### src/rtl/game_flow_if.sv
// Handshake/status bundle between the round sequencer and the rest of the game.
// master drives player/video inputs; slave is the sequencer itself.
interface game_flow_if;
    logic        start;
    logic        ack;
    logic [15:0] score;
    logic        ghost_hit;
    logic [9:0]  hCount;
    logic [9:0]  vCount;
    logic        move_en;
    logic        sprite_reset;
    logic        frame_start;
    logic        playing;
    logic [1:0]  lives;
    logic        win;
    logic        lose;
    logic [2:0]  state;

    modport master (
        output start, ack, score, ghost_hit, hCount, vCount,
        input  move_en, sprite_reset, frame_start, playing,
        input  lives, win, lose, state
    );

    modport slave (
        input  start, ack, score, ghost_hit, hCount, vCount,
        output move_en, sprite_reset, frame_start, playing,
        output lives, win, lose, state
    );
endinterface

### src/rtl/game_flow_ctrl.sv
// Round sequencer: idle/play/dying/won/lost FSM, movement tick,
// sprite-reset and frame-start pulses, and lives bookkeeping.
module game_flow_ctrl #(
    parameter int unsigned TICK_DIV     = 10000,
    parameter int unsigned WIN_SCORE    = 30,
    parameter int unsigned LIVES_INIT   = 3,
    parameter int unsigned DEATH_CYCLES = 25000000
) (
    input logic        clk,
    input logic        reset,
    game_flow_if.slave bus
);

    typedef enum logic [2:0] {
        IDLE  = 3'd0,
        PLAY  = 3'd1,
        DYING = 3'd2,
        WON   = 3'd3,
        LOST  = 3'd4
    } state_t;

    localparam logic [31:0] TICK_LAST  = 32'(TICK_DIV - 1);
    localparam logic [31:0] DEATH_LAST = 32'(DEATH_CYCLES - 1);
    localparam logic [15:0] WIN_TH     = 16'(WIN_SCORE);
    localparam logic [1:0]  LIVES0     = 2'(LIVES_INIT);

    state_t      st, nst;
    logic [31:0] tick_cnt, tick_d;
    logic [31:0] death_cnt, death_d;
    logic [1:0]  lives_q, lives_d;
    logic        move_q, move_d;
    logic        srst_q, srst_d;
    logic        frame_q, frame_d;
    logic        play_q, win_q, lose_q;
    logic        win_hit, death_done;

    assign win_hit    = (bus.score >= WIN_TH);
    assign death_done = (death_cnt == DEATH_LAST);

    always_ff @(posedge clk or posedge reset) begin
        if (reset) st <= IDLE;
        else       st <= nst;
    end

    // Win outranks a same-cycle ghost hit, so lives stay intact on a win.
    always_comb begin
        nst = st;
        unique case (st)
            IDLE:  if (bus.start) nst = PLAY;
            PLAY: begin
                if (win_hit)            nst = WON;
                else if (bus.ghost_hit) nst = DYING;
            end
            DYING: if (death_done) nst = (lives_q == 2'd0) ? LOST : PLAY;
            WON:   if (bus.ack) nst = IDLE;
            LOST:  if (bus.ack) nst = IDLE;
            default: nst = IDLE;
        endcase
    end

    always_comb begin
        tick_d  = tick_cnt;
        death_d = death_cnt;
        lives_d = lives_q;
        move_d  = 1'b0;
        srst_d  = 1'b0;
        frame_d = (bus.hCount == 10'd0) && (bus.vCount == 10'd0);
        unique case (st)
            IDLE: begin
                if (nst == PLAY) begin
                    srst_d  = 1'b1;
                    tick_d  = 32'd0;
                    lives_d = LIVES0;
                end
            end
            PLAY: begin
                // The tick only fires while the round keeps playing.
                if (nst == PLAY) begin
                    if (tick_cnt == TICK_LAST) begin
                        tick_d = 32'd0;
                        move_d = 1'b1;
                    end else begin
                        tick_d = tick_cnt + 32'd1;
                    end
                end else if (nst == DYING) begin
                    death_d = 32'd0;
                    lives_d = (lives_q == 2'd0) ? 2'd0 : lives_q - 2'd1;
                end
            end
            DYING: begin
                death_d = death_cnt + 32'd1;
                if (nst == PLAY) begin
                    srst_d = 1'b1;
                    tick_d = 32'd0;
                end
            end
            WON:  if (nst == IDLE) lives_d = LIVES0;
            LOST: if (nst == IDLE) lives_d = LIVES0;
            default: ;
        endcase
    end

    always_ff @(posedge clk or posedge reset) begin
        if (reset) begin
            tick_cnt  <= 32'd0;
            death_cnt <= 32'd0;
            lives_q   <= LIVES0;
            move_q    <= 1'b0;
            srst_q    <= 1'b0;
            frame_q   <= 1'b0;
            play_q    <= 1'b0;
            win_q     <= 1'b0;
            lose_q    <= 1'b0;
        end else begin
            tick_cnt  <= tick_d;
            death_cnt <= death_d;
            lives_q   <= lives_d;
            move_q    <= move_d;
            srst_q    <= srst_d;
            frame_q   <= frame_d;
            play_q    <= (nst == PLAY);
            win_q     <= (nst == WON);
            lose_q    <= (nst == LOST);
        end
    end

    assign bus.move_en      = move_q;
    assign bus.sprite_reset = srst_q;
    assign bus.frame_start  = frame_q;
    assign bus.playing      = play_q;
    assign bus.lives        = lives_q;
    assign bus.win          = win_q;
    assign bus.lose         = lose_q;
    assign bus.state        = st;

endmodule

### src/flat_wrapper.sv
// flat-port wrapper written by rule: the top's interface ports become plain ports
module game_flow_ctrl_flat 
#(
    parameter int unsigned TICK_DIV     = 10000,
    parameter int unsigned WIN_SCORE    = 30,
    parameter int unsigned LIVES_INIT   = 3,
    parameter int unsigned DEATH_CYCLES = 25000000
)
  (clk, reset, bus_start, bus_ack, bus_score, bus_ghost_hit, bus_hCount, bus_vCount, bus_move_en, bus_sprite_reset, bus_frame_start, bus_playing, bus_lives, bus_win, bus_lose, bus_state);
  game_flow_if bus_i ();
  input logic clk;
  input logic reset;
  input wire logic [$bits(bus_i.start)-1:0] bus_start;
  input wire logic [$bits(bus_i.ack)-1:0] bus_ack;
  input wire logic [$bits(bus_i.score)-1:0] bus_score;
  input wire logic [$bits(bus_i.ghost_hit)-1:0] bus_ghost_hit;
  input wire logic [$bits(bus_i.hCount)-1:0] bus_hCount;
  input wire logic [$bits(bus_i.vCount)-1:0] bus_vCount;
  output wire logic [$bits(bus_i.move_en)-1:0] bus_move_en;
  output wire logic [$bits(bus_i.sprite_reset)-1:0] bus_sprite_reset;
  output wire logic [$bits(bus_i.frame_start)-1:0] bus_frame_start;
  output wire logic [$bits(bus_i.playing)-1:0] bus_playing;
  output wire logic [$bits(bus_i.lives)-1:0] bus_lives;
  output wire logic [$bits(bus_i.win)-1:0] bus_win;
  output wire logic [$bits(bus_i.lose)-1:0] bus_lose;
  output wire logic [$bits(bus_i.state)-1:0] bus_state;
  assign bus_i.start = bus_start;
  assign bus_i.ack = bus_ack;
  assign bus_i.score = bus_score;
  assign bus_i.ghost_hit = bus_ghost_hit;
  assign bus_i.hCount = bus_hCount;
  assign bus_i.vCount = bus_vCount;
  assign bus_move_en = bus_i.move_en;
  assign bus_sprite_reset = bus_i.sprite_reset;
  assign bus_frame_start = bus_i.frame_start;
  assign bus_playing = bus_i.playing;
  assign bus_lives = bus_i.lives;
  assign bus_win = bus_i.win;
  assign bus_lose = bus_i.lose;
  assign bus_state = bus_i.state;
  game_flow_ctrl #(.TICK_DIV(TICK_DIV), .WIN_SCORE(WIN_SCORE), .LIVES_INIT(LIVES_INIT), .DEATH_CYCLES(DEATH_CYCLES)) u_core (.clk(clk), .reset(reset), .bus(bus_i));
endmodule
### config.mk
export PLATFORM = sky130hd
export DESIGN_NAME = game_flow_ctrl_flat
export DESIGN_NICKNAME = d
export VERILOG_FILES = /design/src/rtl/game_flow_if.sv /design/src/rtl/game_flow_ctrl.sv /design/src/flat_wrapper.sv
export SDC_FILE = /design/constraint.sdc
export NUM_CORES = 1
export LEC_CHECK = 0
export ABC_AREA = 1
export CORE_ASPECT_RATIO = 0.6
export CORE_MARGIN = 2
export CORE_UTILIZATION = 45
export DETAILED_ROUTE_END_ITERATION = 7
export PLACE_DENSITY_LB_ADDON = 0.1
export SYNTH_ARGS = -nofsm -noshare
export SYNTH_HDL_FRONTEND = slang
export SYNTH_SLANG_ARGS = --single-unit
### constraint.sdc
create_clock -name clk -period 5.23 [get_ports clk]
set_input_delay 1.046 -clock clk [delete_from_list [all_inputs] [get_ports clk]]
set_output_delay 1.046 -clock clk [all_outputs]
set_load 0.01 [all_outputs]
==> impl_metrics.ini <==
[routing]
drc = 0
vias = 4835
wl_um = 13830
wire_per_inst_um = 15.82
first_iter_violations = 589
drt-pass1-iter-count = 5
ant_nets = 0
viasPerCell = 5.532

[final_layout]
post-route-cell-area_um2 = 5862
multiInputGateArea_um2 = 2716
antennaDiodeCount = 0
n_fill_cell = 1038
syn2layout_area_growth_pct = 18.37
nets = 773
stdcell_count = 874
register_area_um2 = 1879
drive_gt1_share_pct = 7.891

[timing]
period_minus_slack_ns = 3.023
finClkSkew_ns = 0.006419
fmaxAchievable_mhz = 330.8
slew_headroom_pct = 39.54
rsz0062_at_grt = false
fin_setup_tns_ns = 0
slew_viol_final = 0
setup_viol = 0
min_period_over_period_pct = 57.80
worstMarginPinSlew_ns = 0.8986
whs_ns = 0.4935
hold_violations = 0

[global_routing]
grt_first_pass_wirelength_um = 23140
grt_usage_pct = 24.77
top_usage_layer = met1
antenna_found_initial = 0
use_met1_pct = 40.04
first_global_vias = 4406
use_met2_pct = 31.68
met3_usage_pct = 7.393
grt_overflow = 0
grt_max_degree = 47

[critical_path]
required_ns = 5.46
r2r_end = u_core.tick_cnt[0]
startpoint = bus_score[15]
slowest_delay_ns = 0.51
arrival_ns = 3.25
path_common_cell = nor2_1
crit_fanout = 46
cp_cell_sequence = clkdlybuf4s50_1 -> nor2_1 -> nand2_1 -> nor2_1 -> nand3_1 -> a21oi_1 -> nand3_2 -> nand2_2 -> buf_4 -> nor2_2 -> o21a_1
crit_buf_inv = 2
slowest_stage = buf_4
start_kind = input port
reg2reg_slack_ns = 2.58
critPathKind = in2reg
cp.depth = 11
r2r-start = u_core.bus.state[0]
crit_end = u_core.tick_cnt[0]
end_kind = flop
r2r_cells = 12
path_delay_family = buffers and inverters

[floorplanning]
die_x_um = 139.4
die_h_um = 85.26
coreArea_um2 = 10630
design.die.area_um2 = 11890
start_util_pct = 46.58
rows = 29
ios = 52

[cts]
htreeDepth = 3
insertion_delay_ns = 0.34
cts_sinks = 75
numCtsBuffers = 9
cts_max_path_buffers = 2
cts_setup_buffers = 0
ctsHoldBuffers = 0
cts_tree = yes
clk_pin_slew_ns = 0.06
cts_resized = 0
cts-root-buf = clkbuf_16

[logic_synthesis]
ys_types = 37
syn_area_um2 = 4952
synth_area_leader_cell = dfrtp_1
seq_area_frac_synth_pct = 37.95
synth-async-reset-ratio_pct = 100.0
synth_cells = 683
yosysWarnings = 0
synth_edf_count = 0
avgSynthCellArea_um2 = 7.251
synth-seq-cells = 75
synthTopCellsByArea = dfrtp_1, nand2_1, xor2_1
ys.flop_type = dfrtp_1
syn-num-nets = 726
synth_top_area_share_pct = 36.89

[placed_design]
portBuffers = 50
placed_cell_area_um2 = 5567
hpwl_um = 10520
dpl.cell_count = 858
place.gp.congestion = 0.9678

[outcome]
status = finished clean

[power]
ir_drop_uv = 289.9
power_density_nw_per_um2 = 476.8
p_leak_uw = 0.002295
totalPowerFinal_uw = 2795

[hold_path]
min-delay-path-class = reg2reg

[flow_run]
cap_violations = 0
[worst register-to-register path: stages (launching register included)]
cell,delay [ns]
dfrtp_1,0.44
nor2_2,0.06
buf_4,0.23
inv_2,0.29
nand3_1,0.13
nor2_1,0.13
nand2_1,0.10
nand2_1,0.10
nor2_2,0.05
nand2_2,0.25
buf_4,0.51
nor2_2,0.08
o21a_1,0.18
[flip-flops by register name, indices dropped and copies added (netlist names)]
signal	cells
u_core.bus.frame_start	1
u_core.bus.lives	2
u_core.bus.lose	1
u_core.bus.move_en	1
u_core.bus.playing	1
u_core.bus.sprite_reset	1
u_core.bus.state	3
u_core.bus.win	1
u_core.death_cnt	32
u_core.tick_cnt	32
[worst min path at each step]
stage | slack (ns) | cells past startpoint | from | end
floorplan | 0.48 | 2 | u_core.bus.lives[0] | u_core.bus.lives[0]
global placement | 0.48 | 2 | u_core.bus.lives[0] | u_core.bus.lives[0]
detailed placement | 0.48 | 2 | u_core.bus.lives[0] | u_core.bus.lives[0]
CTS | 0.49 | 2 | u_core.bus.lives[0] | u_core.bus.lives[0]
global route | 0.53 | 2 | u_core.bus.lives[0] | u_core.bus.lives[0]
finish | 0.49 | 2 | u_core.bus.lives[0] | u_core.bus.lives[0]
[layer usage]
metal,routed length [um],share of wire (%)
met3,1667,12
met5,0,0
met1,7048,51
met2,5006,36
met4,105,0.76
[report_power, final]
part | switching (uW) | leakage (uW) | internal (uW)
registers | 286 | 0.00102 | 783
clock network | 247 | 0.000145 | 380
logic | 704 | 0.00113 | 394
total | 1240 | 0.00229 | 1560
[layout by cell type, fill, tap and decap left out, types with 2 or more instances in the layout]
cell             synthesis  layout
o31ai_2                 10      10
inv_2                    5       6
nand3_2                  2       2
nor2_1                  81      80
nand3b_1                 8       8
ha_1                     2       2
o21ai_1                 13      12
nand4_1                 20      20
and2_1                   2       2
nand3_1                 33      33
or2_2                    6       6
buf_4                    1       4
xnor2_1                 12      12
dfstp_2                  2       2
clkdlybuf4s50_1          0      50
o31ai_1                  6       6
clkbuf_16                0       9
o21ai_2                  2       3
nor3b_1                  2       2
nand2_2                  3       3
a32o_1                   8       8
nor4_1                  16      16
inv_1                   66      65
nor3_1                  28      28
clkinv_2                 0       3
a21oi_1                  3       3
nand2_1                189     189
dfrtp_1                 73      73
o21ai_0                 28      28
xor2_1                  35      35
nor2_2                   4       5
[per-stage QoR]
stage                     util [%]  setup slack, ns
after floorplan                  -            2.277
final                        55.14            2.207
after global placement       52.36            1.864
after global routing         55.14            1.958
after detailed placement     52.36            1.804
after CTS                    55.14            2.175
[kinds of logic (layout without fill, tap and decap cells)]
| logic type | Yosys count | after routing | share of synthesized area [%] |
|---|---|---|---|
| and+or+nand+nor | 398 | 398 | 35.73 |
| buffers and inverters | 89 | 141 | 7.327 |
| DFF | 75 | 75 | 37.95 |
| AOI/OAI and AO/OA | 72 | 72 | 10.18 |
| xor gates and xnor gates | 47 | 47 | 8.312 |
| adders and majority gates | 2 | 2 | 0.5052 |
[cell usage after synthesis (2+ instances only)]
master    count
nand2_1     189
nor2_1       81
dfrtp_1      73
inv_1        66
xor2_1       35
nand3_1      33
nor3_1       28
o21ai_0      28
nand4_1      20
nor4_1       16
o21ai_1      13
clkbuf_1     12
xnor2_1      12
o31ai_2      10
a32o_1        8
nand3b_1      8
o31ai_1       6
or2_2         6
inv_2         5
nor2_2        4
a21oi_1       3
buf_6         3
nand2_2       3
and2_1        2
buf_2         2
dfstp_2       2
ha_1          2
nand3_2       2
nor3b_1       2
o21ai_2       2
[layout make-up]
class / count / share of cell area (%)
clock buffers: 11 / 4.141
clock inverters: 5 / 0.8965
inverters: 71 / 4.546
multi-input cells: 519 / 46.34
flip-flops and latches: 75 / 32.06
well taps: 139 / 2.967
repair buffers: 54 / 9.050
Note: power is estimated with default switching activity, not from simulation.
